===== src/rtl/pp_gen_pkg.sv =====
// Shared constants and types for the partial-product generator and its skid buffer.
// Row widths, row offsets into the flattened dot vector, and the buffer sizing all live here.
package pp_gen_pkg;

    localparam int OP_W       = 8;
    localparam int N_COLS     = 2 * OP_W - 1;
    localparam int N_ROWS     = OP_W;
    localparam int N_DOTS     = OP_W * OP_W;
    localparam int ROW_W   [N_ROWS] = '{15, 13, 11, 9, 7, 5, 3, 1};
    localparam int ROW_OFS [N_ROWS] = '{0, 15, 28, 39, 48, 55, 60, 63};

    localparam int FIFO_DEPTH = 2;
    localparam int PTR_W      = $clog2(FIFO_DEPTH);
    localparam int OCC_W      = $clog2(FIFO_DEPTH + 1);

    typedef struct packed {
        logic [OP_W-1:0] a;
        logic [OP_W-1:0] b;
    } operand_t;

    // Lowest multiplier bit that contributes to column c.
    function automatic int col_jmin(input int c);
        return (c > OP_W - 1) ? c - (OP_W - 1) : 0;
    endfunction

endpackage


===== src/rtl/pp_gen_if.sv =====
// Operand-in / partial-products-out handshake bundle for pp_gen.
// master drives operands and pp_ready; slave (pp_gen) drives in_ready, pp_valid and the dot rows.
interface pp_gen_if;
    import pp_gen_pkg::*;

    logic                 in_valid;
    logic                 in_ready;
    logic [OP_W-1:0]      a;
    logic [OP_W-1:0]      b;
    logic                 pp_ready;
    logic                 pp_valid;
    logic [ROW_W[0]-1:0]  pp0;
    logic [ROW_W[1]-1:0]  pp1;
    logic [ROW_W[2]-1:0]  pp2;
    logic [ROW_W[3]-1:0]  pp3;
    logic [ROW_W[4]-1:0]  pp4;
    logic [ROW_W[5]-1:0]  pp5;
    logic [ROW_W[6]-1:0]  pp6;
    logic [ROW_W[7]-1:0]  pp7;

    modport master (
        output in_valid, a, b, pp_ready,
        input  in_ready, pp_valid, pp0, pp1, pp2, pp3, pp4, pp5, pp6, pp7
    );

    modport slave (
        input  in_valid, a, b, pp_ready,
        output in_ready, pp_valid, pp0, pp1, pp2, pp3, pp4, pp5, pp6, pp7
    );

endinterface


===== src/rtl/pp_skid_fifo.sv =====
// Two-entry operand FIFO in front of the pp_gen output register.
// not_full is registered from the next-state occupancy so it matches the full flag cycle-exactly.
module pp_skid_fifo
    import pp_gen_pkg::*;
(
    input  logic     clk,
    input  logic     rst,
    input  logic     push,
    input  operand_t push_data,
    input  logic     pop,
    output operand_t head,
    output logic     empty,
    output logic     not_full
);

    operand_t         mem_d [FIFO_DEPTH];
    operand_t         mem_q [FIFO_DEPTH];
    logic [PTR_W-1:0] wr_ptr_d, wr_ptr_q;
    logic [PTR_W-1:0] rd_ptr_d, rd_ptr_q;
    logic [OCC_W-1:0] count_d, count_q;
    logic             not_full_d, not_full_q;

    always_comb begin
        // NOTE: every signal gets its hold value first, so no path through this block infers a latch.
        mem_d    = mem_q;
        wr_ptr_d = wr_ptr_q;
        rd_ptr_d = rd_ptr_q;
        count_d  = count_q;
        if (push) begin
            mem_d[wr_ptr_q] = push_data;
            wr_ptr_d        = wr_ptr_q + PTR_W'(1);
        end
        if (pop) begin
            rd_ptr_d = rd_ptr_q + PTR_W'(1);
        end
        case ({push, pop})
            2'b10:   count_d = count_q + OCC_W'(1);
            2'b01:   count_d = count_q - OCC_W'(1);
            default: count_d = count_q;
        endcase
        not_full_d = (count_d != OCC_W'(FIFO_DEPTH));
    end

    // NOTE: storage has no reset; count_q guards every read, so stale entries are never consumed.
    always_ff @(posedge clk) begin
        mem_q <= mem_d;
    end

    // NOTE: non-blocking updates so every flop samples pre-edge values regardless of statement order.
    always_ff @(posedge clk or posedge rst) begin
        if (rst) begin
            wr_ptr_q   <= '0;
            rd_ptr_q   <= '0;
            count_q    <= '0;
            not_full_q <= 1'b1;
        end else begin
            wr_ptr_q   <= wr_ptr_d;
            rd_ptr_q   <= rd_ptr_d;
            count_q    <= count_d;
            not_full_q <= not_full_d;
        end
    end

    assign head     = mem_q[rd_ptr_q];
    assign empty    = (count_q == '0);
    assign not_full = not_full_q;

endmodule


===== src/rtl/pp_gen.sv =====
// 8x8 unsigned partial-product generator: skid-buffered operands, registered pair, dot rows for a Wallace tree.
// Optional build macro PP_GEN_HOLD_EN keeps the dot rows frozen while idle instead of forcing them to zero.
module pp_gen
    import pp_gen_pkg::*;
#(
    parameter int CNT_W = 16
) (
    input  logic             clk,
    input  logic             rst,
    pp_gen_if.slave          bus,
    output logic [CNT_W-1:0] ops_count
);

    operand_t         in_op;
    operand_t         fifo_head;
    logic             fifo_empty;
    logic             fifo_not_full;
    logic             push;
    logic             pop;

    operand_t         op_d, op_q;
    logic             pp_valid_d, pp_valid_q;
    logic [CNT_W-1:0] ops_count_d, ops_count_q;

    wire  [N_DOTS-1:0] dots;
    logic [N_DOTS-1:0] pp_bits;

    assign in_op        = '{a: bus.a, b: bus.b};
    assign push         = bus.in_valid & fifo_not_full;
    assign pop          = ~fifo_empty & (~pp_valid_q | bus.pp_ready);
    assign bus.in_ready = fifo_not_full;

    pp_skid_fifo u_fifo (
        .clk       (clk),
        .rst       (rst),
        .push      (push),
        .push_data (in_op),
        .pop       (pop),
        .head      (fifo_head),
        .empty     (fifo_empty),
        .not_full  (fifo_not_full)
    );

    always_comb begin
        op_d        = op_q;
        pp_valid_d  = pp_valid_q;
        ops_count_d = ops_count_q;
        if (pop) begin
            op_d       = fifo_head;
            pp_valid_d = 1'b1;
        end else if (bus.pp_ready) begin
            pp_valid_d = 1'b0;
        end
        if (push && (ops_count_q != '1)) begin
            ops_count_d = ops_count_q + CNT_W'(1);
        end
    end

    always_ff @(posedge clk or posedge rst) begin
        if (rst) begin
            op_q        <= '0;
            pp_valid_q  <= 1'b0;
            ops_count_q <= '0;
        end else begin
            op_q        <= op_d;
            pp_valid_q  <= pp_valid_d;
            ops_count_q <= ops_count_d;
        end
    end

    // Dots of column c stack by ascending multiplier bit; row r lands at bit c-r of its row.
    for (genvar c = 0; c < N_COLS; c++) begin : g_col
        localparam int JMIN = col_jmin(c);
        for (genvar r = 0; r < N_ROWS; r++) begin : g_row
            if (r <= c && r <= N_COLS - 1 - c) begin : g_dot
                assign dots[ROW_OFS[r] + c - r] = op_q.a[c - JMIN - r] & op_q.b[JMIN + r];
            end
        end
    end

`ifdef PP_GEN_HOLD_EN
    assign pp_bits = dots;
`else
    assign pp_bits = pp_valid_q ? dots : '0;
`endif

    assign bus.pp0      = pp_bits[ROW_OFS[0] +: ROW_W[0]];
    assign bus.pp1      = pp_bits[ROW_OFS[1] +: ROW_W[1]];
    assign bus.pp2      = pp_bits[ROW_OFS[2] +: ROW_W[2]];
    assign bus.pp3      = pp_bits[ROW_OFS[3] +: ROW_W[3]];
    assign bus.pp4      = pp_bits[ROW_OFS[4] +: ROW_W[4]];
    assign bus.pp5      = pp_bits[ROW_OFS[5] +: ROW_W[5]];
    assign bus.pp6      = pp_bits[ROW_OFS[6] +: ROW_W[6]];
    assign bus.pp7      = pp_bits[ROW_OFS[7] +: ROW_W[7]];
    assign bus.pp_valid = pp_valid_q;
    assign ops_count    = ops_count_q;

endmodule


===== src/flat_wrapper.sv =====
// flat-port wrapper written by rule: the top's interface ports become plain ports
module pp_gen_flat import pp_gen_pkg::*;
#(
    parameter int CNT_W = 16
)
  (clk, rst, ops_count, bus_in_valid, bus_a, bus_b, bus_pp_ready, bus_in_ready, bus_pp_valid, bus_pp0, bus_pp1, bus_pp2, bus_pp3, bus_pp4, bus_pp5, bus_pp6, bus_pp7);
  pp_gen_if bus_i ();
  input  logic clk;
  input  logic rst;
  output logic [CNT_W-1:0] ops_count;
  input wire logic [$bits(bus_i.in_valid)-1:0] bus_in_valid;
  input wire logic [$bits(bus_i.a)-1:0] bus_a;
  input wire logic [$bits(bus_i.b)-1:0] bus_b;
  input wire logic [$bits(bus_i.pp_ready)-1:0] bus_pp_ready;
  output wire logic [$bits(bus_i.in_ready)-1:0] bus_in_ready;
  output wire logic [$bits(bus_i.pp_valid)-1:0] bus_pp_valid;
  output wire logic [$bits(bus_i.pp0)-1:0] bus_pp0;
  output wire logic [$bits(bus_i.pp1)-1:0] bus_pp1;
  output wire logic [$bits(bus_i.pp2)-1:0] bus_pp2;
  output wire logic [$bits(bus_i.pp3)-1:0] bus_pp3;
  output wire logic [$bits(bus_i.pp4)-1:0] bus_pp4;
  output wire logic [$bits(bus_i.pp5)-1:0] bus_pp5;
  output wire logic [$bits(bus_i.pp6)-1:0] bus_pp6;
  output wire logic [$bits(bus_i.pp7)-1:0] bus_pp7;
  assign bus_i.in_valid = bus_in_valid;
  assign bus_i.a = bus_a;
  assign bus_i.b = bus_b;
  assign bus_i.pp_ready = bus_pp_ready;
  assign bus_in_ready = bus_i.in_ready;
  assign bus_pp_valid = bus_i.pp_valid;
  assign bus_pp0 = bus_i.pp0;
  assign bus_pp1 = bus_i.pp1;
  assign bus_pp2 = bus_i.pp2;
  assign bus_pp3 = bus_i.pp3;
  assign bus_pp4 = bus_i.pp4;
  assign bus_pp5 = bus_i.pp5;
  assign bus_pp6 = bus_i.pp6;
  assign bus_pp7 = bus_i.pp7;
  pp_gen #(.CNT_W(CNT_W)) u_core (.clk(clk), .rst(rst), .bus(bus_i), .ops_count(ops_count));
endmodule

===== config.mk =====
export PLATFORM = sky130hd
export DESIGN_NAME = pp_gen_flat
export DESIGN_NICKNAME = d
export VERILOG_FILES = /design/src/rtl/pp_gen_pkg.sv /design/src/rtl/pp_gen_if.sv /design/src/rtl/pp_skid_fifo.sv /design/src/rtl/pp_gen.sv /design/src/flat_wrapper.sv
export SDC_FILE = /design/constraint.sdc
export NUM_CORES = 1
export LEC_CHECK = 0
export ABC_AREA = 1
export BUFFER_PORTS_ARGS = -buffer_cell sky130_fd_sc_hd__buf_4
export CORE_MARGIN = 8
export CORE_UTILIZATION = 50
export DETAILED_ROUTE_END_ITERATION = 8
export GPL_TIMING_DRIVEN = 0
export PLACE_DENSITY = 0.78
export SLEW_MARGIN = 10
export SYNTH_ARGS = -nofsm -noshare
export SYNTH_HDL_FRONTEND = slang
export SYNTH_HIERARCHICAL = 1
export SYNTH_SLANG_ARGS = --single-unit

===== constraint.sdc =====
create_clock -name clk -period 2.5 [get_ports clk]
set_clock_uncertainty 0.05 [all_clocks]
set_input_delay 0.125 -clock clk [delete_from_list [all_inputs] [get_ports clk]]
set_output_delay 0.125 -clock clk [all_outputs]
set_load 0.02 [all_outputs]

==> results.env <==
RUN_STATUS='finished, final reports clean'
POSTSYNTHAREAPERCELL_UM2=9.20
SYNTHESIS.YOSYS.WARNINGS=6
REGTOREGSETUPSLACK_NS=0.47
RSZ0062_AT_GRT='false'
FP.DIEAREA_MM2=0.00964
DESIGN_AREA_MM2=0.00462
SYNTH.LIB_CELLS_USED.DISTINCT=29
EFFECTIVE_UTILIZATION_AT_FLOORPLAN=0.505
POST_SYNTH_INST_COUNT=367
ANTENNA_VIOLATING_NETS_POST_ROUTE=0
SYNTH-EDFF-COUNT=32
DESIGN.CORE.AREA_MM2=0.00668
TIMING.MAX_SLEW.REL_SLACK=0.399
GROUTE.LAYER.MET3.USAGE=0.0605
POST_SYNTHESIS_REGISTER_BIT_COUNT=70
NUM_IO_PINS=102
SETUP_WS_NS=0.469
WORSTSETUPSTARTPOINTTYPE='register'
SYNTH-SEQ-AREA-SHARE=0.567
INTPOWER_W=0.00308
FINISH.NET_COUNT=519
GLOBAL_ROUTE.PEAK_USAGE_LAYER='met2'
WORSTPATHMAXFANOUT=16
WORSTSETUPSTARTPOINT='u_core/u_fifo/not_full$_DFF_PP1_'
REPORT.FINAL.SETUP_VIOL=0
SYNTHESIS.AREA_MM2=0.00338
TIMING.CRITICAL_PATH.REQUIRED_NS=2.42
FINAL_MAX_SLEW_VIOLS=0
SYNTH_FF_TYPE='dfrtp_1'
PERIOD_SHARE=0.813
FIN_CRIT_NS=2.03
IO_BUFFERS=101
STD_CELL_ROWS=30
GRT_START_MAX_NET_PINS=34
CTS_ROOT_BUF='clkbuf_8'
SEQ_POWER_SHARE=0.314
SETUP_TOTAL_NEGATIVE_SLACK_NS=0
CRITPATHARRIVALTIME_NS=1.95
POST-SYNTH-TOP-AREA-CELL='edfxtp_1'
VDD.IR_DROP.WORST_mV=0.690
POWER-PER-CELL-AREA_mW_PER_MM2=1190
GRT_REMAINING_OVERFLOW=0
TIMING_WORST_SETUP_PATH_TYPE='reg2reg'
POWER_W=0.00551
POWER.SHARE.SWITCHING=0.441
GRT_ANTENNA_BEFORE_REPAIR=0
NUMCLOCKSINKS=70
GP_CONGESTION=0.876
FF2FF_PATH_DEPTH=4
DRIVE_ABOVE_1_SHARE=0.315
WORSTHOLDPATHTYPE='in2reg'
DRV_CAP=0
MAXCLOCKFREQUENCY_GHz=0.492
DETAIL_ROUTE.WIRELENGTH_MM=9.29
FINAL_HOLD_VIOL_COUNT=0
ASYNCSETRESETFLOPFRACSYNTH=0.543
DR_TOTAL_VIAS=2972
DRT_ITER0_MARKERS=155
CTS.PATH.MAX_BUFFERS=2
GRT.MET2_USAGE=0.363
CLK_PIN_SLEW_NS=0.08
GLOBAL_ROUTE_WIRE_LENGTH_BEFORE_REPAIR_MM=14.9
CTS_BUFFERS=9
DRC=0
WORST-SLEW-PIN-TRANSITION_NS=0.901
R2R_START='u_core/u_fifo/not_full$_DFF_PP1_'
CLK-INSERTION-DELAY-LATE_NS=0.34
DIE_HEIGHT_UM=98.2
POWER_FRAC_COMB=0.516
POST-CTS-SETUP-BUFFERS=0
POWER.SWITCHING_W=0.00243
POWER_LEAKAGE_nW=2.22
SYNTH_MOST_COMMON_CELL='nand2_1'
FIRST_GLOBAL_VIAS=3043
PLACED_AREA_MM2=0.00424
INSERTEDDIODECOUNT=0
DIE_W_UM=98.2
SYN-NUM-NETS=389
WORST_SETUP_PATH_ENDPOINT='u_core/u_fifo/mem_q[26]$_DFFE_PP_'
GRT_USAGE=0.197
CRIT_END_CATEGORY='register'
SYNTH_TOP_CELLS_BY_AREA='edfxtp_1 (28%), dfrtp_1 (27%), nand2_1 (12%)'
DRT-VIAS-PER-INSTANCE=5.11
REG2REG_CAPTURE_POINT='u_core/u_fifo/mem_q[26]$_DFFE_PP_'
PLACE_WS_NS=0.459
USE_MET1=0.204
DP_HPWL_MM=6.73
DRT-WIRELENGTH-PER-CELL_UM=16.0
DETAILEDROUTE.FIRSTPASSITERATIONCOUNT=4
AREA_GROWTH_PCT=36.9
H-TREE-DEPTH=3
TRITONCTS='yes'
YOSYS-TOP-CELLS-COUNT='nand2_1 (108), nor2_1 (80), dfrtp_1 (37)'
CLKPWRFRAC=0.170
SYNTH_LARGEST_TYPE_AREA_FRACTION=0.285
[worst min-delay path by stage]
stage	start	end	slack, ns	cells past startpoint
global route	bus_in_valid	u_core/ops_count[1]$_DFFE_PP0P_	0.18	5
global placement	rst	u_core/u_fifo/count_q[1]$_DFF_PP0_	-0.007	2
finish	bus_in_valid	u_core/ops_count[0]$_DFFE_PP0P_	0.16	5
CTS	bus_in_valid	u_core/ops_count[0]$_DFFE_PP0P_	0.15	5
floorplan	rst	u_core/u_fifo/count_q[0]$_DFF_PP0_	-0.15	1
detailed placement	rst	u_core/u_fifo/count_q[1]$_DFF_PP0_	0.003	2
[routing by layer]
metal	up-vias	share of wire
met4	0	0.014
met1	1418	0.38
met5	-	0
met3	11	0.075
li1	1433	-
met2	110	0.53
[cell families after synthesis]
logic type	synth area share
multiplexers	0.0634
XOR/XNOR	0.0130
adder cells (fa/ha/maj)	0.00741
AO/OA/AOI/OAI	0.0233
flip-flops	0.567
buffers and inverters	0.0534
AND/OR/NAND/NOR	0.273
[flip-flops by register name, summed over array words and instances (netlist names)]
| register | flops |
|---|---|
| u_core/bus.pp_valid | 1 |
| u_core/op_q | 16 |
| u_core/ops_count | 16 |
| u_core/u_fifo/count_q | 2 |
| u_core/u_fifo/mem_q | 32 |
| u_core/u_fifo/not_full | 1 |
| u_core/u_fifo/rd_ptr_q | 1 |
| u_core/u_fifo/wr_ptr_q | 1 |
[cells in the final DEF, fill, tap and decap left out, drive strengths merged]
cell type / netlist / final
nand3: 5 / 5
clkinv: 8 / 9
a21oi: 2 / 2
dfrtp: 37 / 37
dlygate4sd3: 0 / 18
nand4: 8 / 8
nand3b: 5 / 5
ha: 2 / 2
nor2: 89 / 89
nand2: 113 / 113
inv: 24 / 27
clkinvlp: 0 / 2
clkbuf: 0 / 9
mux2: 16 / 16
bufinv: 0 / 1
o21ai: 13 / 13
xnor2: 1 / 1
edfxtp: 32 / 32
buf: 6 / 107
and2: 1 / 1
xor2: 4 / 4
dfstp: 1 / 1
[power by group through the flow]
| stage | sequential (W) | clock, W | combinational [W] |
|---|---|---|---|
| CTS | 0.00172 | 0.000954 | 0.00285 |
| detailed placement | 0.00175 | 0 | 0.00281 |
| global route | 0.00176 | 0.00101 | 0.00309 |
| finish | 0.00173 | 0.000937 | 0.00284 |
| global placement | 0.00173 | 0 | 0.00274 |
| floorplan | 0.00177 | 0 | 0.00167 |
[per-stage QoR]
| stage | std cells | hold slack (ns) | utilization |
|---|---|---|---|
| 2_1_floorplan | 367 | -0.147 | - |
| 3_3_place_gp | 548 | -0.00711 | 0.634 |
| 3_5_place_dp | 548 | 0.00323 | 0.634 |
| 4_1_cts | 582 | 0.150 | 0.692 |
| 5_1_grt | 582 | 0.178 | 0.692 |
| 6_report | 582 | 0.160 | 0.692 |
[timing repair]
action	CTS	global route
resized for setup	0	0
hold buffers	18	0
setup endpoints to repair	0	0
endpoints found under the hold margin	38	0
[critical path, cell delays in order, from the launching register on]
cell     delay, ns
dfstp_2       0.53
nand2_1       0.08
inv_1         0.19
inv_1         0.10
nor2_2        0.69
[final cells by class]
| cell class | count | area, um2 |
|---|---|---|
| Inverter | 32 | 120 |
| Clock inverter | 7 | 80.1 |
| Tap cell | 80 | 100 |
| Buffer | 6 | 60.1 |
| Clock buffer | 9 | 124 |
| Fill cell | 493 | 2060 |
| Sequential cell | 70 | 1910 |
| Timing Repair Buffer | 119 | 938 |
| Multi-Input combinational cell | 259 | 1290 |
Power figures use the tool's default switching activity.
